## src/rtl/cache_pkg.sv

```systemverilog
// Shared widths, state encoding and address helper for the cache-line to DRAM burst adapter.
package cache_pkg;

   localparam int LINE_W   = 256;
   localparam int BURST_W  = 64;
   localparam int BEATS    = LINE_W / BURST_W;
   localparam int BEAT_W   = $clog2(BEATS);
   localparam int LINE_B   = LINE_W / 8;

   typedef enum logic [1:0] {
      IDLE,
      RD_BURST,
      WR_BURST,
      DONE
   } adapter_state_t;

   // Line-aligned address: byte-offset bits within the line are cleared.
   function automatic logic [31:0] line_address(input logic [31:0] addr);
      return addr & ~32'(LINE_B - 1);
   endfunction

endpackage

```

## src/rtl/cacheline_adapter_if.sv

```systemverilog
// Cache physical-memory port plus DRAM burst port; slave is the adapter's view, master the environment's.
interface cacheline_adapter_if;
   import cache_pkg::*;

   logic                pmem_read;
   logic                pmem_write;
   logic [31:0]         pmem_address;
   logic [LINE_W-1:0]   pmem_wdata;
   logic [LINE_W-1:0]   pmem_rdata;
   logic                pmem_resp;

   logic                dram_read;
   logic                dram_write;
   logic [31:0]         dram_address;
   logic [BURST_W-1:0]  dram_wdata;
   logic [BURST_W-1:0]  dram_rdata;
   logic                dram_resp;

   modport slave (
      input  pmem_read, pmem_write, pmem_address, pmem_wdata,
      output pmem_rdata, pmem_resp,
      output dram_read, dram_write, dram_address, dram_wdata,
      input  dram_rdata, dram_resp
   );

   modport master (
      output pmem_read, pmem_write, pmem_address, pmem_wdata,
      input  pmem_rdata, pmem_resp,
      input  dram_read, dram_write, dram_address, dram_wdata,
      output dram_rdata, dram_resp
   );

endinterface

```

## src/rtl/cacheline_adapter.sv

```systemverilog
// Converts one 256-bit line request into a 4-beat 64-bit DRAM burst; one transaction at a time.
//  state    | meaning
//  IDLE     | waiting for pmem_write (priority) or pmem_read
//  RD_BURST | dram_read high, collecting beats on dram_resp
//  WR_BURST | dram_write high, presenting buffered beats on dram_wdata
//  DONE     | one-cycle pmem_resp, then back to IDLE
module cacheline_adapter
   import cache_pkg::*;
(
   input logic                clk,
   input logic                rst,
   cacheline_adapter_if.slave bus
);

   adapter_state_t       state_q, state_d;
   logic [BEAT_W-1:0]    beat_q, beat_d;
   logic [31:0]          addr_q, addr_d;
   logic [LINE_W-1:0]    buf_q, buf_d;
   logic [LINE_W-1:0]    rdata_q, rdata_d;
   logic                 last_beat;

   assign last_beat = (beat_q == BEAT_W'(BEATS - 1));

   // buf_q holds the write line, or the partial read line; rdata_q only updates on read completion.
   always_comb begin
      state_d = state_q;
      beat_d  = beat_q;
      addr_d  = addr_q;
      buf_d   = buf_q;
      rdata_d = rdata_q;
      case (state_q)
         IDLE: begin
            if (bus.pmem_write) begin
               addr_d  = line_address(bus.pmem_address);
               buf_d   = bus.pmem_wdata;
               beat_d  = '0;
               state_d = WR_BURST;
            end else if (bus.pmem_read) begin
               addr_d  = line_address(bus.pmem_address);
               beat_d  = '0;
               state_d = RD_BURST;
            end
         end
         RD_BURST: begin
            if (bus.dram_resp) begin
               if (last_beat) begin
                  rdata_d = {bus.dram_rdata, buf_q[LINE_W-BURST_W-1:0]};
                  beat_d  = '0;
                  state_d = DONE;
               end else begin
                  buf_d[BURST_W*beat_q +: BURST_W] = bus.dram_rdata;
                  beat_d = beat_q + BEAT_W'(1);
               end
            end
         end
         WR_BURST: begin
            if (bus.dram_resp) begin
               if (last_beat) begin
                  beat_d  = '0;
                  state_d = DONE;
               end else begin
                  beat_d = beat_q + BEAT_W'(1);
               end
            end
         end
         DONE:    state_d = IDLE;
         default: state_d = IDLE;
      endcase
   end

   always_ff @(posedge clk) begin
      if (rst) begin
         state_q <= IDLE;
         beat_q  <= '0;
         addr_q  <= '0;
         buf_q   <= '0;
         rdata_q <= '0;
      end else begin
         state_q <= state_d;
         beat_q  <= beat_d;
         addr_q  <= addr_d;
         buf_q   <= buf_d;
         rdata_q <= rdata_d;
      end
   end

   assign bus.pmem_resp    = (state_q == DONE);
   assign bus.pmem_rdata   = rdata_q;
   assign bus.dram_read    = (state_q == RD_BURST);
   assign bus.dram_write   = (state_q == WR_BURST);
   assign bus.dram_address = addr_q;
   assign bus.dram_wdata   = (state_q == WR_BURST) ? buf_q[BURST_W*beat_q +: BURST_W] : '0;

endmodule

```

## src/flat_wrapper.sv

```systemverilog
// flat-port wrapper written by rule: the top's interface ports become plain ports
module cacheline_adapter_flat import cache_pkg::*;
  (clk, rst, bus_pmem_read, bus_pmem_write, bus_pmem_address, bus_pmem_wdata, bus_pmem_rdata, bus_pmem_resp, bus_dram_read, bus_dram_write, bus_dram_address, bus_dram_wdata, bus_dram_rdata, bus_dram_resp);
  cacheline_adapter_if bus_i ();
  input logic clk;
  input logic rst;
  input wire logic [$bits(bus_i.pmem_read)-1:0] bus_pmem_read;
  input wire logic [$bits(bus_i.pmem_write)-1:0] bus_pmem_write;
  input wire logic [$bits(bus_i.pmem_address)-1:0] bus_pmem_address;
  input wire logic [$bits(bus_i.pmem_wdata)-1:0] bus_pmem_wdata;
  output wire logic [$bits(bus_i.pmem_rdata)-1:0] bus_pmem_rdata;
  output wire logic [$bits(bus_i.pmem_resp)-1:0] bus_pmem_resp;
  output wire logic [$bits(bus_i.dram_read)-1:0] bus_dram_read;
  output wire logic [$bits(bus_i.dram_write)-1:0] bus_dram_write;
  output wire logic [$bits(bus_i.dram_address)-1:0] bus_dram_address;
  output wire logic [$bits(bus_i.dram_wdata)-1:0] bus_dram_wdata;
  input wire logic [$bits(bus_i.dram_rdata)-1:0] bus_dram_rdata;
  input wire logic [$bits(bus_i.dram_resp)-1:0] bus_dram_resp;
  assign bus_i.pmem_read = bus_pmem_read;
  assign bus_i.pmem_write = bus_pmem_write;
  assign bus_i.pmem_address = bus_pmem_address;
  assign bus_i.pmem_wdata = bus_pmem_wdata;
  assign bus_pmem_rdata = bus_i.pmem_rdata;
  assign bus_pmem_resp = bus_i.pmem_resp;
  assign bus_dram_read = bus_i.dram_read;
  assign bus_dram_write = bus_i.dram_write;
  assign bus_dram_address = bus_i.dram_address;
  assign bus_dram_wdata = bus_i.dram_wdata;
  assign bus_i.dram_rdata = bus_dram_rdata;
  assign bus_i.dram_resp = bus_dram_resp;
  cacheline_adapter u_core (.clk(clk), .rst(rst), .bus(bus_i));
endmodule
```

## config.mk

```make
export PLATFORM = sky130hd
export DESIGN_NAME = cacheline_adapter_flat
export DESIGN_NICKNAME = d
export VERILOG_FILES = /design/src/rtl/cache_pkg.sv /design/src/rtl/cacheline_adapter_if.sv /design/src/rtl/cacheline_adapter.sv /design/src/flat_wrapper.sv
export SDC_FILE = /design/constraint.sdc
export NUM_CORES = 1
export LEC_CHECK = 0
export CAP_MARGIN = 20
export CORE_AREA = 4 4 276 278
export CTS_CLUSTER_DIAMETER = 80
export DETAILED_ROUTE_END_ITERATION = 7
export DIE_AREA = 0 0 280 282
export PLACE_DENSITY_LB_ADDON = 0.2
export SYNTH_ARGS = -nofsm -noshare
export SYNTH_HDL_FRONTEND = slang
export SYNTH_SLANG_ARGS = --single-unit
```

## constraint.sdc

```tcl
create_clock -name clk -period 3 [get_ports clk]
set_input_delay 0.45 -clock clk [delete_from_list [all_inputs] [get_ports clk]]
set_output_delay 0.45 -clock clk [all_outputs]
set_load 0.05 [all_outputs]
```

Word-level counts from Yosys, hierarchy flattened
Cells that the tools add are included.

Flip-flop bits (word level): 548. Bits of input ports: 357. Output and inout bits: 355. Logic and storage cells: 48.

Add/subtract/negate cells: 2. Eq/ne operators: 10. Shifts and indexed selects: 3. Muxes and demuxes: 18. Reductions and logical operators: 10.

Operators with widths (number): two-way mux 256 bit (3); case mux 256 bit (2 select lines) (1); bitwise mux 256 bit (1); variable shift 64 x 34 -> 256 bit (first input constant) (1); variable part select 256 x 9 -> 64 bit (1); variable part select 64 x 34 -> 256 bit (1); two-way mux 32 bit (2); two-way mux 64 bit (1); negator 8 -> 34 bit (1); two-way mux 2 bit (8); AND reduction 3 bit (3); equality test 2 bit (second input constant) (3); != test 2 x 1 -> 1 bit (second input constant) (3); case mux 2 bit (3 select lines) (1); nonzero test 2 bit (3); != test 2 bit (second input constant) (2); case mux 2 bit (2 select lines) (1); AND reduction 4 bit (1); != test 3 bit (second input constant) (1); adder 2 x 1 -> 2 bit (second input constant) (1); equality test 2 x 1 -> 1 bit (second input constant) (1); zero test 2 bit (1); AND reduction 2 bit (1); OR reduction 2 bit (1).

Longest topological paths before layout
Gate-level depths: netlist of the first run.

Depth after elaboration: 6. Mapped depth: 10. Mapped depth without buffers: 5.

Worst setup path before layout of the first run
Ideal clock, no wire load.

Path kind: register -> register. From: register u_core.beat_q[0]. To: register u_core.buf_q[100]. Library setup time: 0.103 ns. Data arrival time: 2.313 ns. Data required time: 2.897 ns. Path slack: 0.583 ns. Stages on the path, launching flop included: 11. Path buffers: 5. Clock period less this slack: 2.417 ns. Cell sequence: dfxtp_1 > buf_2 > buf_2 > buf_2 > inv_1 > ha_1 > and4b_1 > buf_4 > buf_2 > a32oi_1 > a2111oi_2.

Cells in the longest elaborated chain, start to end: 6. Elaborated cells on any way between the ends: 10. Those cells by class: add/sub: 1; eq/ne: 2; shift: 2; mux: 4; reduce/logical: 1.

RTL lines: from (decl) (RTL line cacheline_adapter.sv:16) `logic [BEAT_W-1:0] beat_q, beat_d;`; from (signal assigned) (RTL line cacheline_adapter.sv:80) `beat_q <= beat_d;`; negator 8 -> 34 bit (RTL line cacheline_adapter.sv:51) `buf_d[BURST_W*beat_q +: BURST_W] = bus.dram_rdata;`; variable part select 64 x 34 -> 256 bit or variable shift 64 x 34 -> 256 bit (tied branches) (RTL line cacheline_adapter.sv:51); bitwise mux 256 bit (RTL line cacheline_adapter.sv:51); two-way mux 256 bit (RTL line cacheline_adapter.sv:46) `if (last_beat) begin`; two-way mux 256 bit (RTL line cacheline_adapter.sv:45) `if (bus.dram_resp) begin`; case mux 256 bit (2 select lines) (RTL line cacheline_adapter.sv:31) `case (state_q)`; to (signal assigned) (RTL line cacheline_adapter.sv:82) `buf_q <= buf_d;`; to (decl) (RTL line cacheline_adapter.sv:18) `logic [LINE_W-1:0] buf_q, buf_d;`.

Parallel ways exist; a longest one is shown, timed or not. The select of a mux whose other input is x is not followed. A chain may end at the register's enable or synchronous reset.

Worst setup path in the final report of the first run
From: register u_core.beat_q[0]. To: output bus_dram_wdata[14].

Cells in the longest elaborated chain, start to end: 2.

RTL lines: variable part select 256 x 9 -> 64 bit (RTL line cacheline_adapter.sv:92) `assign bus.dram_wdata = (state_q == WR_BURST) ? buf_q[BURST_W*beat_q +: BURST_W] : '0;`; two-way mux 64 bit (RTL line cacheline_adapter.sv:92); to (decl) (RTL line flat_wrapper.sv:16) `output wire logic [$bits(bus_i.dram_wdata)-1:0] bus_dram_wdata;`.

Every way passes these cells.

==> results of run 1 <==
-- path summary, 6_finish.rpt --
kind	startpoint	end	slack [ns]
min	rst	u_core.bus.pmem_rdata[123]	0.36
max	u_core.beat_q[0]	bus_dram_wdata[14]	0.12
min reg2reg	u_core.buf_q[218]	u_core.buf_q[218]	0.45
max reg2reg	u_core.beat_q[0]	u_core.buf_q[80]	0.39
-- stage by stage --
stage / worst slack [ns] / area, um^2 / hold slack, ns
CTS: 0.006311 / 35380 / 0.3300
finish: 0.1232 / 35480 / 0.3610
floorplan: 0.5832 / 25230 / 0.4332
detailed placement: 0.3596 / 33060 / 0.4431
global route: 0.05265 / 35460 / 0.3641
global placement: 0.3636 / 33060 / 0.4398
-- cells in the mapped netlist, drive strengths merged (2+ instances only) --
library cell / n / area share
a2111oi: 194 / 0.11
a21oi: 351 / 0.070
a32oi: 192 / 0.067
and2: 64 / 0.016
and3b: 4 / 0.0014
and4b: 2 / 0.00079
buf: 137 / 0.036
clkbuf: 175 / 0.026
dfxtp: 543 / 0.43
ha: 10 / 0.0050
inv: 7 / 0.0010
mux4: 64 / 0.057
nand2: 695 / 0.10
nor2: 192 / 0.029
nor2b: 2 / 0.00050
nor3: 194 / 0.039
o21a: 4 / 0.0012
o31ai: 2 / 0.00060
or3b: 2 / 0.00069
or4: 2 / 0.00060
-- layer usage --
metal,vias to the layer above,GRT usage,share of wire
met2,1019,0.4363,0.48
li1,11470,-,-
met3,189,0.06310,0.078
met4,8,0.1084,0.033
met1,12230,0.3453,0.41
met5,-,0,0.00051
-- flip-flops by register name (all words and copies together) (netlist names) --
signal	cells
u_core.beat_q	2
u_core.buf_q	256
u_core.bus.pmem_rdata	256
u_core.state_q	2
u_core.bus.dram_address	27
-- power by group through the flow --
stage               clock, uW  sequential, uW  combinational [uW]
global route             8860           10300               15000
CTS                      8560           10100               13900
global placement            0           10300               13600
detailed placement          0           10300               13800
floorplan                   0            9900                9730
finish                   8410           10200               14000
-- layout make-up --
type / instances / area share
antenna: 23 / 0.001622
tap: 969 / 0.03417
timing repair buffer: 787 / 0.2302
multi-input combinational: 1988 / 0.3627
clock buffer: 97 / 0.05498
clock inverter: 20 / 0.008816
inverter: 7 / 0.0009521
sequential: 543 / 0.3066
-- what timing repair did --
| item | in CTS | in global routing |
|---|---|---|
| gates resized for setup | 13 | 1 |
| setup endpoints to repair | 37 | 23 |
| setup buffers | 5 | 2 |
| gates cloned | 0 | 1 |
-- critical path: cells and delay by family, from the launching register on --
kind | cells | cell delay [ns]
DFF | 1 | 0.43
muxes | 1 | 0.60
buffers and inverters | 3 | 0.59
and+or+nand+nor | 1 | 0.18
-- logic make-up (layout without fill, tap and decap cells) --
group	Yosys count	count (layout)	share of synthesized area
adders and majority gates	10	10	0.004963
muxes	65	65	0.05777
buffers and inverters	319	911	0.06283
other	1	28	0.0001487
and+or+nand+nor	1162	1162	0.1920
AOI/OAI and AO/OA	746	746	0.2511
DFF	543	543	0.4312
==> run_results.csv, run 1 <==
group,metric,value,unit
synthesis,synthesis.instances,2846,
timing,timing_hold_violations_final,0,
drt,final_routed_drc_violation_total,0,
global_route,number_of_antenna_violations_at_the_first_check_in_global_routing,28,
final_layout,final_net_count,3760,
clock_network,clk-insertion-delay-late,0.60,ns
clock_network,clk_root_buffer_cell,"sky130_fd_sc_hd__clkbuf_16",
timing,worst_clock_skew,0.02432,ns
hold_path,worstHoldPathCells,2,
synthesis,ys.flop_type,"sky130_fd_sc_hd__dfxtp_1",
synthesis,synth.yosys.seq_area_share,0.4312,
clock_network,ctsHoldBuffers,0,
pwr,power.net_switching,13530,uW
clock_network,cts-buffers-inserted,66,
timing,timing.max_slew.rel_slack,0.5192,
pwr,combinational_share_of_power,0.429,
final_layout,area.sequential,0.01088,mm^2
timing,timing.setup.tns,0,ns
drt,wirelength,111200,um
floorplanning,die_h,282,um
drt,vias,24910,
setup_path,class_of_the_most_critical_setup_path,"reg -> out",
global_route,overflow,0,
floorplanning,fp.dieW,280,um
pwr,power.total,32510,uW
setup_path,critPathMaxStageDelay,0.60,ns
setup_path,path_max_fanout,26,
pwr,power_density_cells,916.3,mW/mm^2
timing,layout_worst_path_cycle_share,0.9589,
setup_path,critical_path_launch_point_type,"flop",
final_layout,fin_util,0.4798,
synthesis,synth_area,0.02521,mm^2
timing,period_needed,2.877,ns
floorplanning,site_rows,100,
placed_design,dp.final_hpwl,73960,um
final_layout,layout_cells_sized_above_1,0.1479,
final_layout,final_cell_mix,"sky130_fd_sc_hd__nand2_1, sky130_fd_sc_hd__clkdlybuf4s50_1, sky130_fd_sc_hd__dfxtp_1",
synthesis,synth-warning-count,0,
drt,number_of_detailed_route_iterations_in_the_first_pass,5,
setup_path,ff2ff_path_depth,7,
drt,average_vias_per_placed_instance,5.618,
setup_path,crit_slowest_cell,"sky130_fd_sc_hd__mux4_2",
pwr,clkPwrFrac,0.259,
final_layout,most_frequent_standard_cell_in_the_layout_excluding_fill_and_tap_cells,"sky130_fd_sc_hd__nand2_1",
clock_network,clock_sink_count,543,
clock_network,cts.reportedPaths.clkPinSlew,0.06,ns
setup_path,timing.critical_path.cells,"buf_12, buf_6, mux4_2, and2_1, buf_4",
synthesis,async_reset_ff_frac,0,
pwr,seq_power_share,0.312,
global_route,first_global_vias,24210,
clock_network,cts_tree,"yes",
floorplanning,pin_count,712,
placed_design,place.gp.congestion,0.8218,
pwr,swShare,0.4163,
pwr,vdd_drop_max,724.6,uV
drt,post_drt_wl_per_cell,25.09,um
placed_design,place.port_buffers,701,
drt,antenna_violating_nets_post_route,0,
outcome,outcome,"completed",
floorplanning,fp.coreArea,0.07395,mm^2
setup_path,critical_path_arrival,2.43,ns
floorplanning,floorplan.die_area,0.07896,mm^2
timing,timing.final.setup_violations,0,
setup_path,crit_required,2.55,ns
timing,maxSlewViolCount,0,
synthesis,synth_enable_flop_cells,0,
synthesis,synth_cell_type_count,36,
job,max_cap_violations,0,
final_layout,multi_input_area,0.01287,mm^2
global_route,grt_max_degree,142,
final_layout,layoutNonFillerInstCount,4434,
timing,tightest_slew,0.7211,ns
final_layout,fillers,7069,
synthesis,synth.avg_cell_area,8.858,um^2
placed_design,placedCellCount,4286,
global_route,wire_length_of_the_first_global_routing_pass,161600,um
clock_network,clk_path_buf_depth,3,
setup_path,end_kind,"primary output",
floorplanning,floorplan.initialDensity,0.3409,
timing,timing.fmax,347.6,MHz
clock_network,cts_max_level,3,
final_layout,syn_to_final_growth,40.74,%
pwr,cellLeakagePower,0.01160,uW
global_route,globalRouteTotalUtil,0.2681,
synthesis,postSynthRegisterBits,543,
hold_path,hold_path_class,"in -> reg",
drt,drtIter0Drc,2200,
pwr,intPower,18980,uW
timing,rsz0062_at_grt,"no",
Note: power is estimated with default switching activity, not from simulation.
==> run 2: changes to the inputs <==
--- a/config.mk
+++ b/config.mk
@@ -7,6 +7,7 @@
 export LEC_CHECK = 0
 export CAP_MARGIN = 20
 export CORE_AREA = 4 4 276 278
+export CTS_BUF_LIST = sky130_fd_sc_hd__clkbuf_16
 export CTS_CLUSTER_DIAMETER = 80
 export DETAILED_ROUTE_END_ITERATION = 7
 export DIE_AREA = 0 0 280 282
==> constraint.sdc (replaced) <==
create_clock -name clk -period 3.5 [get_ports clk]
set_input_delay 0.7 -clock clk [delete_from_list [all_inputs] [get_ports clk]]
set_output_delay 0.7 -clock clk [all_outputs]
set_load 0.05 [all_outputs]
==> run 2 against run 1 <==
Sequential power is 14% lower. Routed wire length is 0.45% lower. Setup slack worse by 0.046 ns. Design area is 1.2% lower. Clock skew is 0.0068 ns higher. Global-route usage is 0.11 points lower. Sequential share of layout area is 0.39 points higher. Die area stayed put. First-iteration DRC count is 1.8% higher. Final cell count is 0.54% lower. Worst hold slack better by 0.089 ns. Via count hardly changed.
==> run_results.csv, run 2 (same netlist as run 1, synthesis figures left out) <==
group,metric,value,unit
placed_design,dp.final_hpwl,72190,um
timing,timing.final.setup_violations,0,
floorplanning,floorplan.initialDensity,0.3409,
final_layout,final_net_count,3739,
timing,worst_clock_skew,0.03116,ns
floorplanning,fp.dieW,280,um
clock_network,clk_path_buf_depth,3,
final_layout,layout_cells_sized_above_1,0.1239,
drt,final_routed_drc_violation_total,0,
pwr,power.net_switching,11540,uW
global_route,globalRouteTotalUtil,0.2670,
global_route,wire_length_of_the_first_global_routing_pass,161600,um
setup_path,critical_path_arrival,2.72,ns
pwr,intPower,15680,uW
timing,maxSlewViolCount,0,
timing,timing.max_slew.rel_slack,0.2609,
setup_path,critPathMaxStageDelay,0.84,ns
job,max_cap_violations,0,
setup_path,cp.buffers_inverters,3,
timing,timing.setup.tns,0,ns
pwr,cellLeakagePower,0.01153,uW
clock_network,clk_root_buffer_cell,"sky130_fd_sc_hd__clkbuf_16",
final_layout,fillers,7195,
pwr,power_density_cells,776.8,mW/mm^2
drt,vias,24890,
timing,layout_worst_path_cycle_share,0.9779,
drt,wirelength,110700,um
outcome,outcome,"completed",
drt,drtIter0Drc,2240,
pwr,combinational_share_of_power,0.425,
setup_path,timing.critical_path.cells,"inv_1, ha_2, buf_12, and2_1, clkdlybuf4s50_1",
floorplanning,site_rows,100,
clock_network,cts-buffers-inserted,67,
final_layout,most_frequent_standard_cell_in_the_layout_excluding_fill_and_tap_cells,"sky130_fd_sc_hd__nand2_1",
pwr,clkPwrFrac,0.253,
final_layout,design_area,0.03504,mm^2
clock_network,post_cts_buffers,0,
drt,antenna_violating_nets_post_route,0,
setup_path,crit_required,2.80,ns
floorplanning,fp.coreArea,0.07395,mm^2
final_layout,syn_to_final_growth,38.98,%
hold_path,hold_path_class,"reg -> reg",
placed_design,place.port_buffers,701,
hold_path,min_from,"u_core.bus.pmem_rdata[249]",
setup_path,end_kind,"primary output",
global_route,first_global_vias,24190,
setup_path,crit_slowest_cell,"sky130_fd_sc_hd__clkdlybuf4s50_1",
floorplanning,pin_count,712,
pwr,swShare,0.4240,
final_layout,layoutNonFillerInstCount,4410,
placed_design,placedCellCount,4272,
timing,timing_hold_violations_final,0,
floorplanning,floorplan.die_area,0.07896,mm^2
pwr,vdd_drop_max,603.6,uV
final_layout,final_cell_mix,"sky130_fd_sc_hd__nand2_1, sky130_fd_sc_hd__clkdlybuf4s50_1, sky130_fd_sc_hd__dfxtp_1",
drt,average_vias_per_placed_instance,5.644,
clock_network,cts.reportedPaths.clkPinSlew,0.06,ns
drt,post_drt_wl_per_cell,25.11,um
global_route,number_of_antenna_violations_at_the_first_check_in_global_routing,21,
global_route,grt_max_degree,186,
clock_network,ctsHoldBuffers,0,
placed_design,place.gp.congestion,0.8399,
floorplanning,die_h,282,um
placed_design,detailed_place.area,0.03292,mm^2
setup_path,critical_path.startpoint,"u_core.state_q[0]",
clock_network,clk-insertion-delay-late,0.61,ns
setup_path,critical-path-top-delay-family,"buffers and inverters",
timing,timing.fmax,292.2,MHz
pwr,seq_power_share,0.321,
setup_path,critical_path_launch_point_type,"flop",
setup_path,path_max_fanout,65,
setup_path,worstReg2RegStart,"u_core.beat_q[1]",
global_route,overflow,0,
final_layout,fin_util,0.4738,
setup_path,class_of_the_most_critical_setup_path,"reg -> out",
timing,rsz0062_at_grt,"no",
clock_network,cts_tree,"yes",
timing,period_needed,3.423,ns
timing,tightest_slew,1.109,ns
clock_network,cts_max_level,3,
drt,number_of_detailed_route_iterations_in_the_first_pass,5,
clock_network,clock_sink_count,543,
pwr,power.total,27220,uW
==> run 2: cell types whose count changed in the layout (fill, tap and decap cells not counted), moves of 4 or more <==
cell / before / now
sky130_fd_sc_hd__diode_2: 23 / 19
sky130_fd_sc_hd__clkbuf_1: 15 / 0
sky130_fd_sc_hd__clkbuf_8: 14 / 0
sky130_fd_sc_hd__clkinv_1: 0 / 10
sky130_fd_sc_hd__inv_1: 5 / 22
sky130_fd_sc_hd__buf_12: 48 / 34
sky130_fd_sc_hd__buf_4: 88 / 31
sky130_fd_sc_hd__dlygate4sd2_1: 10 / 61
==> run 2: worst paths after layout <==
path | slack (ns) | endpoint | depth (start not counted)
max | 0.08 | bus_dram_wdata[0] | 5
min | 0.45 | u_core.bus.pmem_rdata[249] | 2
max reg2reg | 0.64 | u_core.buf_q[66] | 7
min reg2reg | 0.45 | u_core.bus.pmem_rdata[249] | 2
==> run 2: routing by layer <==
metal	up-vias	global-route usage	share of wire
met4	4	0.09487	0.029
met3	185	0.05887	0.076
li1	11400	-	-
met5	-	0	0.00025
met1	12260	0.3440	0.41
met2	1045	0.4435	0.49
==> run 2: cell type report <==
class	count	area, um^2	area share
Antenna cell	19	47.55	0.001357
Clock buffer	69	1727	0.04928
Clock inverter	50	424.2	0.01211
Inverter	7	33.78	0.0009641
Multi-Input combinational cell	1988	12870	0.3672
Sequential cell	543	10880	0.3105
Tap cell	969	1212	0.03460
Timing Repair Buffer	765	7849	0.2240
==> run 2: what timing repair did <==
item	in CTS	in global routing
gates resized for setup	61	0
endpoints found under the hold margin	0	0
endpoints found under the setup margin	61	0
==> run 2: worst reg2reg max path: stages, from the launching register on <==
cell and delay, ns:
sky130_fd_sc_hd__dfxtp_4 0.35, sky130_fd_sc_hd__buf_12 0.31, sky130_fd_sc_hd__inv_1 0.15, sky130_fd_sc_hd__ha_1 0.38, sky130_fd_sc_hd__and4b_4 0.57, sky130_fd_sc_hd__buf_4 0.35
sky130_fd_sc_hd__a32oi_1 0.15, sky130_fd_sc_hd__a2111oi_0 0.48
==> run 2: metrics by stage <==
| step | setup WS, ns | hold WS (ns) |
|---|---|---|
| 3_3_place_gp | 0.3791 | 0.4393 |
| 3_5_place_dp | 0.3836 | 0.4434 |
| 2_1_floorplan | 0.9749 | 0.4332 |
| 4_1_cts | 0.01724 | 0.4533 |
| 6_report | 0.07722 | 0.4498 |
| 5_1_grt | 0.002137 | 0.4646 |
==> run 2: power groups by stage <==
stage          Combinational (uW)  Clock (uW)  Sequential, uW
6_report                    11600        6890            8750
5_1_grt                     12400        7270            8860
3_5_place_dp                11700           0            8820
4_1_cts                     11600        7020            8700
3_3_place_gp                11500           0            8810
2_1_floorplan                8340           0            8490
==> run 3: changes to the inputs <==
--- a/config.mk
+++ b/config.mk
@@ -6,11 +6,11 @@
 export NUM_CORES = 1
 export LEC_CHECK = 0
 export CAP_MARGIN = 20
-export CORE_AREA = 4 4 276 278
+export CORE_AREA = 4 4 274 276
 export CTS_BUF_LIST = sky130_fd_sc_hd__clkbuf_16
 export CTS_CLUSTER_DIAMETER = 80
 export DETAILED_ROUTE_END_ITERATION = 7
-export DIE_AREA = 0 0 280 282
+export DIE_AREA = 0 0 278 280
 export PLACE_DENSITY_LB_ADDON = 0.2
 export SYNTH_ARGS = -nofsm -noshare
 export SYNTH_HDL_FRONTEND = slang
==> run 3 against run 2 <==
First-iteration DRC count is 12% lower. Core utilization increased by 0.61 points. Final cell count shrank 0.16%. Via count decreased by 0.56%. Worst hold slack better by 0.0012 ns.
==> run_results.csv, run 3 (same netlist as run 1, synthesis figures left out) <==
group,metric,value,unit
timing,final.setup.worst_slack,0.1230,ns
timing,timing.setup.tns,0,ns
clock_network,clock_sink_count,543,
final_layout,syn_to_final_growth,38.20,%
setup_path,critical_path_arrival,2.68,ns
timing,tightest_slew,0.8085,ns
drt,final_routed_drc_violation_total,0,
final_layout,final_net_count,3737,
pwr,power.total,26640,uW
timing,timing_hold_violations_final,0,
setup_path,class_of_the_most_critical_setup_path,"reg -> out",
final_layout,most_frequent_standard_cell_in_the_layout_excluding_fill_and_tap_cells,"sky130_fd_sc_hd__nand2_1",
clock_network,clk_path_buf_depth,3,
timing,layout_worst_path_cycle_share,0.9649,
global_route,grt_max_degree,138,
drt,vias,24750,
placed_design,place.gp.congestion,0.8189,
setup_path,critical_path_launch_point_type,"flop",
global_route,globalRouteTotalUtil,0.2676,
floorplanning,fp.dieW,278,um
clock_network,cts_tree,"yes",
clock_network,clk-insertion-delay-late,0.64,ns
setup_path,end_kind,"primary output",
setup_path,timing.critical_path.cells,"buf_12, mux4_2, and2_1, dlygate4sd2_1",
timing,rsz0062_at_grt,"no",
pwr,power_density_cells,764.7,mW/mm^2
floorplanning,pin_count,712,
floorplanning,fp.coreArea,0.07259,mm^2
clock_network,clk_root_buffer_cell,"sky130_fd_sc_hd__clkbuf_16",
setup_path,crit_slowest_cell,"sky130_fd_sc_hd__mux4_2",
placed_design,place.port_buffers,701,
global_route,overflow,0,
pwr,cellLeakagePower,0.01145,uW
timing,timing.max_slew.rel_slack,0.4610,
drt,wirelength,110300,um
clock_network,cts_max_level,2,
final_layout,fillers,7111,
job,max_cap_violations,0,
final_layout,layout_cells_sized_above_1,0.1225,
outcome,outcome,"completed",
hold_path,hold_path_class,"reg -> reg",
timing,timing.fmax,296.1,MHz
setup_path,path_max_fanout,33,
final_layout,design_area,0.03484,mm^2
timing,maxSlewViolCount,0,
drt,number_of_detailed_route_iterations_in_the_first_pass,6,
global_route,first_global_vias,24070,
drt,antenna_violating_nets_post_route,0,
setup_path,critical-path-top-delay-family,"buffers and inverters",
timing,period_needed,3.377,ns
placed_design,dp.final_hpwl,72440,um
floorplanning,floorplan.die_area,0.07784,mm^2
floorplanning,floorplan.initialDensity,0.3473,
drt,drtIter0Drc,1972,
drt,post_drt_wl_per_cell,25.05,um
timing,worst_clock_skew,0.01549,ns
pwr,vdd_drop_max,784.2,uV
floorplanning,die_h,280,um
final_layout,final_cell_mix,"sky130_fd_sc_hd__nand2_1, sky130_fd_sc_hd__clkdlybuf4s50_1, sky130_fd_sc_hd__dfxtp_1",
clock_network,cts.reportedPaths.clkPinSlew,0.06,ns
global_route,wire_length_of_the_first_global_routing_pass,160600,um
global_route,number_of_antenna_violations_at_the_first_check_in_global_routing,34,
clock_network,cts-buffers-inserted,61,
setup_path,crit_required,2.80,ns
setup_path,critPathMaxStageDelay,0.55,ns
setup_path,cp.buffers_inverters,2,
drt,average_vias_per_placed_instance,5.622,
placed_design,detailed_place.area,0.03292,mm^2
floorplanning,site_rows,99,
timing,timing.final.setup_violations,0,
placed_design,dpl_worst_slack,0.3368,ns
## run 3: cell count changes in the layout (fill, tap and decap cells not counted), sizes merged
cell	previous run	this run
bufinv	6	5
inv	25	24
dlygate4sd2	61	63
clkinv	25	27
clkbuf	69	63
clkdlybuf4s50	638	637
diode	19	24
buf	66	69
## run 3: final timing paths
check,start,end,slack [ns],cells past startpoint
worst min-delay path,u_core.buf_q[231],u_core.buf_q[231],0.45,2
worst max register to register,u_core.beat_q[1],u_core.buf_q[116],0.69,7
worst max-delay path,u_core.beat_q[0],bus_dram_wdata[7],0.12,4
worst min register to register,u_core.buf_q[231],u_core.buf_q[231],0.45,2
## run 3: final cells by class
cell class	count	area (um^2)	area share
repair buffers	769	7874	0.2260
flip-flops and latches	543	10880	0.3122
inverters	7	33.78	0.0009697
clock inverters	50	350.3	0.01006
diodes	24	60.06	0.001724
multi-input cells	1988	12870	0.3693
clock buffers	63	1577	0.04525
well taps	959	1200	0.03444
## run 3: per-stage QoR
| step | hold slack (ns) | utilization | instances |
|---|---|---|---|
| finish | 0.4510 | 0.4800 | 4403 |
| CTS | 0.4532 | 0.4790 | 4378 |
| global placement | 0.4394 | 0.4535 | 4265 |
| floorplan | 0.4332 | - | 2850 |
| detailed placement | 0.4447 | 0.4535 | 4265 |
| global route | 0.4634 | 0.4799 | 4400 |
## run 3: routing by layer
layer / up-vias / global-route usage / part of all wire
li1: 11420 / - / -
met1: 12150 / 0.3333 / 0.40
met2: 980 / 0.4507 / 0.49
met3: 189 / 0.06732 / 0.077
met4: 16 / 0.09826 / 0.034
met5: - / 0 / 0.0010
## run 3: timing repair
| item | CTS | global route |
|---|---|---|
| hold buffers | 0 | 0 |
| buffers inserted | 0 | 1 |
| setup endpoints to repair | 63 | 3 |
| cloned | 0 | 0 |
| gates resized for setup | 64 | 1 |
| pin swaps | 0 | 0 |
## run 3: tightest hold or removal path: stages, from the launching register on
cell and delay [ns]:
sky130_fd_sc_hd__dfxtp_1 0.30, sky130_fd_sc_hd__nand2_1 0.05, sky130_fd_sc_hd__a21oi_1 0.05
## run 3: power breakdown
| part | internal, uW | total [uW] | switching [uW] |
|---|---|---|---|
| combinational | 4250 | 11600 | 7320 |
| clock | 3590 | 6310 | 2720 |
| sequential | 7390 | 8760 | 1370 |
| total | 15200 | 26600 | 11400 |
==> edit 1, RTL diff (settings of run 3) <==
Set the package constant `BURST_W` to 128 (it was 64).
--- a/src/rtl/cache_pkg.sv
+++ b/src/rtl/cache_pkg.sv
@@ -2,7 +2,7 @@
 package cache_pkg;
 
    localparam int LINE_W   = 256;
-   localparam int BURST_W  = 64;
+   localparam int BURST_W  = 128;
    localparam int BEATS    = LINE_W / BURST_W;
    localparam int BEAT_W   = $clog2(BEATS);
    localparam int LINE_B   = LINE_W / 8;
Interface: changed (resized bus_dram_rdata and bus_dram_wdata); port bits go from 712 to 840. The function was not compared with the original's and may differ.
==> edit 1 against run 3 <==
- total power down 5.3%
- combinational power down 10%
- via count down 1.5%
- sequential cell count down 1
- core utilization up 1.2 points
- worst setup slack worse by 22 ps
- clock skew about the same
- cell area up 2.4%
- non-clock buffer count up 134
- global-route usage down 0.051 points
- synthesized cell count up 5.2%
- routed wire length up 0.84%
- area after synthesis down 2.6%
- critical endpoint is now bus_dram_wdata[41]
- largest power group unchanged
- highest routed layer unchanged
==> edit 1: results <==
[status]
status = finished, final reports clean

[placement]
gp_congestion = 0.907
hpwl_um = 76200
detailed_place.area_um2 = 33700
buffer_ports.inserted = 829

[logic_synthesis]
compound_gate_portion_of_the_synthesized_area_pct = 18.3
synth.top_cells.by_area = dfxtp_1 (44%), nand2_1 (11%), a2111oi_2 (7.3%), a21oi_1 (5.8%), mux2i_1 (5.2%)
yosysUniqueCellTypes = 33
post_synth_fa_ha_maj_area_fraction_pct = 0.306
synthArstFlopShare_pct = 0
synth_top_cells_by_count = nand2_1 (697), dfxtp_1 (542), a21oi_1 (284)
yosysWarningCount = 0
yosys-mux-area-fraction_pct = 5.28
synth_seq_area_share_pct = 44.2

[routing]
via_count = 24400
detail_route.iter0.violations = 1874
detail_route.wirelength_um = 111000

[critical_path]
crit_path_top_delay_cell = dfxtp_1
cp.arrival_ps = 2700
slowest_delay_ps = 370
capture_point_of_the_worst_reg_to_reg_path = u_core.buf_q[197]$_SDFFE_PP0P_
r2r_start = u_core.state_q[1]$_SDFFE_PP0P_
cp_max_fo = 70
ff2ff_setup_slack_ps = 740

[layout]
final_net_count = 4109
post_route_cells_drive_above_1_share_pct = 10.2
stdcell_area_um2 = 35700

[global_routing]
gr-usage-all-layers_pct = 26.7
antenna_found_initial = 27
grt_max_degree = 129
first_global_vias = 23200
grt_pass1_wl_um = 160000

[pwr]
leakagePower_nw = 12.4
p_sw_w = 0.0102
largest_vdd_supply_drop_v = 0.000566

[sta]
fin_worst_hold_slack_ps = 452
tightestPinTransition_ps = 922
timing.clock.skew_ps = 16.0

[worst_hold_path]
whs_endpoint = u_core.bus.pmem_rdata[81]$_SDFFE_PP0P_
worst_hold_startpoint = u_core.bus.pmem_rdata[81]$_SDFFE_PP0P_

[cts]
clk_root_buffer_cell = clkbuf_16
==> edit 1: cell types whose count changed in the layout (fill, tap and decap cells not counted), sizes merged, moves of 67 or more <==
cell           before  now
inv                24  157
a21oi             351  284
clkdlybuf4s50     637  719
a32oi             192    1
a311oi              0  130
buf                69  170
mux2i               0  128
nor2              192  261
nor2b               2  130
nand3b              1  128
==> edit 1: cells by family after synthesis <==
family / Yosys count
multiplexers: 129
flip-flops: 542
other: 1
buffers and inverters: 415
adder cells (fa/ha/maj): 6
AO/OA/AOI/OAI: 550
AND/OR/NAND/NOR: 1351
==> edit 1: tightest hold or removal path, cell delays in order (launching register included) <==
cell and delay (ps):
dfxtp_1 310, nand2_1 50, a21oi_1 50
==> edit 1: metal layers <==
layer	vias up	share of wire [%]	track usage, %
met5	-	0.078	0
met1	11700	40	33.2
met4	12	2.9	8.34
li1	11600	-	-
met3	168	7.3	6.18
met2	917	50	46.2
==> edit 1: worst max path at each step <==
stage | start | endpoint | slack, ps
floorplan | u_core.state_q[0]$_SDFFE_PP0P_ | bus_dram_wdata[100] | 620
global placement | bus_dram_resp | u_core.buf_q[198]$_SDFFE_PP0P_ | 550
detailed placement | bus_dram_resp | u_core.buf_q[197]$_SDFFE_PP0P_ | 490
CTS | u_core.state_q[0]$_SDFFE_PP0P_ | bus_dram_wdata[63] | 30
global route | u_core.state_q[0]$_SDFFE_PP0P_ | bus_dram_wdata[117] | 7
finish | u_core.state_q[0]$_SDFFE_PP0P_ | bus_dram_wdata[41] | 100
==> edit 1: metrics by stage <==
stage          instances  setup WS [ps]  power (W)
2_1_floorplan       2998            617     0.0154
5_1_grt             4705           6.56     0.0264
6_report            4708            101     0.0252
3_3_place_gp        4576            548     0.0190
4_1_cts             4686           27.0     0.0253
3_5_place_dp        4576            495     0.0191
==> edit 1: power by group through the flow <==
stage / logic [W] / registers (W) / clock network (W)
final: 0.0104 / 0.00861 / 0.00619
after detailed placement: 0.0104 / 0.00870 / 0
after floorplan: 0.00668 / 0.00876 / 0
after global routing: 0.0111 / 0.00876 / 0.00655
after CTS: 0.0104 / 0.00857 / 0.00631
after global placement: 0.0104 / 0.00868 / 0
==> edit 1: cell type report <==
type	count	area (um^2)
diodes	21	52.6
clock buffers	63	1580
clock inverters	46	295
fillers	7135	36900
inverters	133	502
multi-input cells	2041	12100
flip-flops and latches	542	10900
well taps	959	1200
repair buffers	903	9140
==> edit 1: timing repair <==
| action | in CTS | in global routing |
|---|---|---|
| resized for setup | 14 | 0 |
| hold buffers | 0 | 0 |
| setup buffers | 1 | 1 |
| endpoints found under the setup margin | 16 | 2 |
==> edit 2, RTL diff (settings of run 3) <==
Without the edit above. `buf_q` no longer has a reset.
--- a/src/rtl/cacheline_adapter.sv
+++ b/src/rtl/cacheline_adapter.sv
@@ -73,15 +73,17 @@
          state_q <= IDLE;
          beat_q  <= '0;
          addr_q  <= '0;
-         buf_q   <= '0;
          rdata_q <= '0;
       end else begin
          state_q <= state_d;
          beat_q  <= beat_d;
          addr_q  <= addr_d;
-         buf_q   <= buf_d;
          rdata_q <= rdata_d;
       end
+   end
+
+   always_ff @(posedge clk) begin
+      buf_q <= buf_d;
    end
 
    assign bus.pmem_resp    = (state_q == DONE);
Function: not settled (the Yosys comparison gave no result); the edit may change what the design does.
==> edit 2 against run 3 <==
- total power down 20%
- sequential cell count unchanged
- cell area down 6.8%
- core utilization down 3.3 points
- area after synthesis down 12%
- critical endpoint is now bus_dram_wdata[61]
- worst setup slack worse by 32 ps
- register-to-register slack better by 40 ps
- routed wire length down 17%
==> edit 2: results <==
[status]
status = finished, final reports clean

[logic_synthesis]
yosysWarningCount = 0
synthArstFlopShare_pct = 0
postSynth.topFlopCell = dfxtp_1
yosysUniqueCellTypes = 34
synth_top_cells_by_count = nand2_1 (571), a21oi_1 (288), dfxtp_1 (287)
post_synth_edffs = 256
synth_seq_area_share_pct = 60.3
synth.top_cells.by_area = edfxtp_1 (35%), dfxtp_1 (26%), a22o_1 (10%), nand2_1 (9.6%), a21oi_1 (6.5%)

[cts]
cts.reportedPaths.clkPinSlew_ps = 50
clk_latency_ps = 590
cts_buffers = 66
cts.htree.levels = 3
clk_root_buffer_cell = clkbuf_16
clk_path_buf_depth = 3

[placement]
buffer_ports.inserted = 701
hpwl_um = 62400
gp_congestion = 0.860

[routing]
drt_first_pass_iters = 6
detail-route-antenna-nets = 0
met3RoutedLength_um = 7240
post_drt_wl_per_cell_um = 24.9
met2_length_um = 44800
viasPerCell = 5.12
top_layer_used = met5
met1_length_um = 36500
detail_route.iter0.violations = 1490

[sta]
timing.clock.skew_ps = 30.0
slew-limit-headroom_pct = 27.9

[worst_hold_path]
timing.hold.worst.class = flop to flop

[pwr]
leakagePower_nw = 11.1
largest_vdd_supply_drop_v = 0.000465

[global_routing]
grt_max_degree = 125
first_global_vias = 19400
antenna_found_initial = 17
grt_pass1_wl_um = 132000
gr-usage-all-layers_pct = 22.6
grt_total_ovfl = 0

[critical_path]
cp.arrival_ps = 2710
cp_max_fo = 30

[layout]
post_route_cells_drive_above_1_share_pct = 9.67
final_net_count = 3024
edit 2: cell types whose count changed after synthesis, sizes merged, moves of 124 or more:
cell	before	now
a22o	0	256
dfxtp	543	287
edfxtp	0	256
a2111oi	194	0
nor3	194	0
a32oi	192	0
nor2	192	3
nand2	695	571
edit 2: critical path: stages, from the launching register on:
cell and delay (ps):
dfxtp_4 780, mux4_2 440, and2_1 190, clkdlybuf4s50_1 720
edit 2: logic make-up after synthesis:
group	count (synthesis)	share of synthesized area (%)
other cells	1	0.0168
flops	543	60.3
simple gates	653	12.0
compound gates	553	16.8
fa+ha+maj	10	0.562
buf+inv	181	3.71
mux	66	6.56
edit 2: where the power goes:
group	total (W)	switching [W]	internal, W
registers	0.00879	0.000543	0.00824
logic	0.00610	0.00371	0.00239
clock network	0.00645	0.00277	0.00369
edit 2: layer usage:
metal	track usage (%)	vias to the layer above
li1	-	8541
met1	27.8	9331
met2	37.8	819
met3	5.95	157
met4	9.25	2
met5	0	-
edit 2: final cells by class:
class,instances,area [um^2]
inverter,5,26.3
clock inverter,53,330
fill,6905,40100
clock buffer,68,1700
sequential,543,13400
tap,959,1200
antenna,16,40.0
multi-input combinational,1287,8100
timing repair buffer,754,7630
edit 2: worst paths after layout:
check                                         start                                      to  slack, ps  cells past startpoint
max reg2reg           u_core.beat_q[1]$_SDFFE_PP0P_             u_core.buf_q[131]$_DFFE_PP_        730                      6
min          u_core.bus.pmem_rdata[71]$_SDFFE_PP0P_  u_core.bus.pmem_rdata[71]$_SDFFE_PP0P_        450                      2
min reg2reg  u_core.bus.pmem_rdata[71]$_SDFFE_PP0P_  u_core.bus.pmem_rdata[71]$_SDFFE_PP0P_        450                      2
max                   u_core.beat_q[1]$_SDFFE_PP0P_                      bus_dram_wdata[61]         90                      3
edit 2: repair_timing:
action,CTS,global route
endpoints found under the setup margin,59,2
resized for setup,4,2
cloned,0,0
buffers inserted,5,0
edit 2: through the flow:
| step | instance area (um^2) | cells | power, W | setup slack (ps) | utilization, % |
|---|---|---|---|---|---|
| 2_1_floorplan | 22300 | 2011 | 0.0125 | -1370 | - |
| 6_report | 32500 | 3685 | 0.0213 | 90.9 | 44.7 |
| 3_5_place_dp | 30300 | 3543 | 0.0150 | 382 | 41.8 |
| 3_3_place_gp | 30300 | 3543 | 0.0149 | 362 | 41.8 |
| 5_1_grt | 32500 | 3682 | 0.0222 | 7.40 | 44.7 |
| 4_1_cts | 32400 | 3669 | 0.0215 | 2.60 | 44.7 |
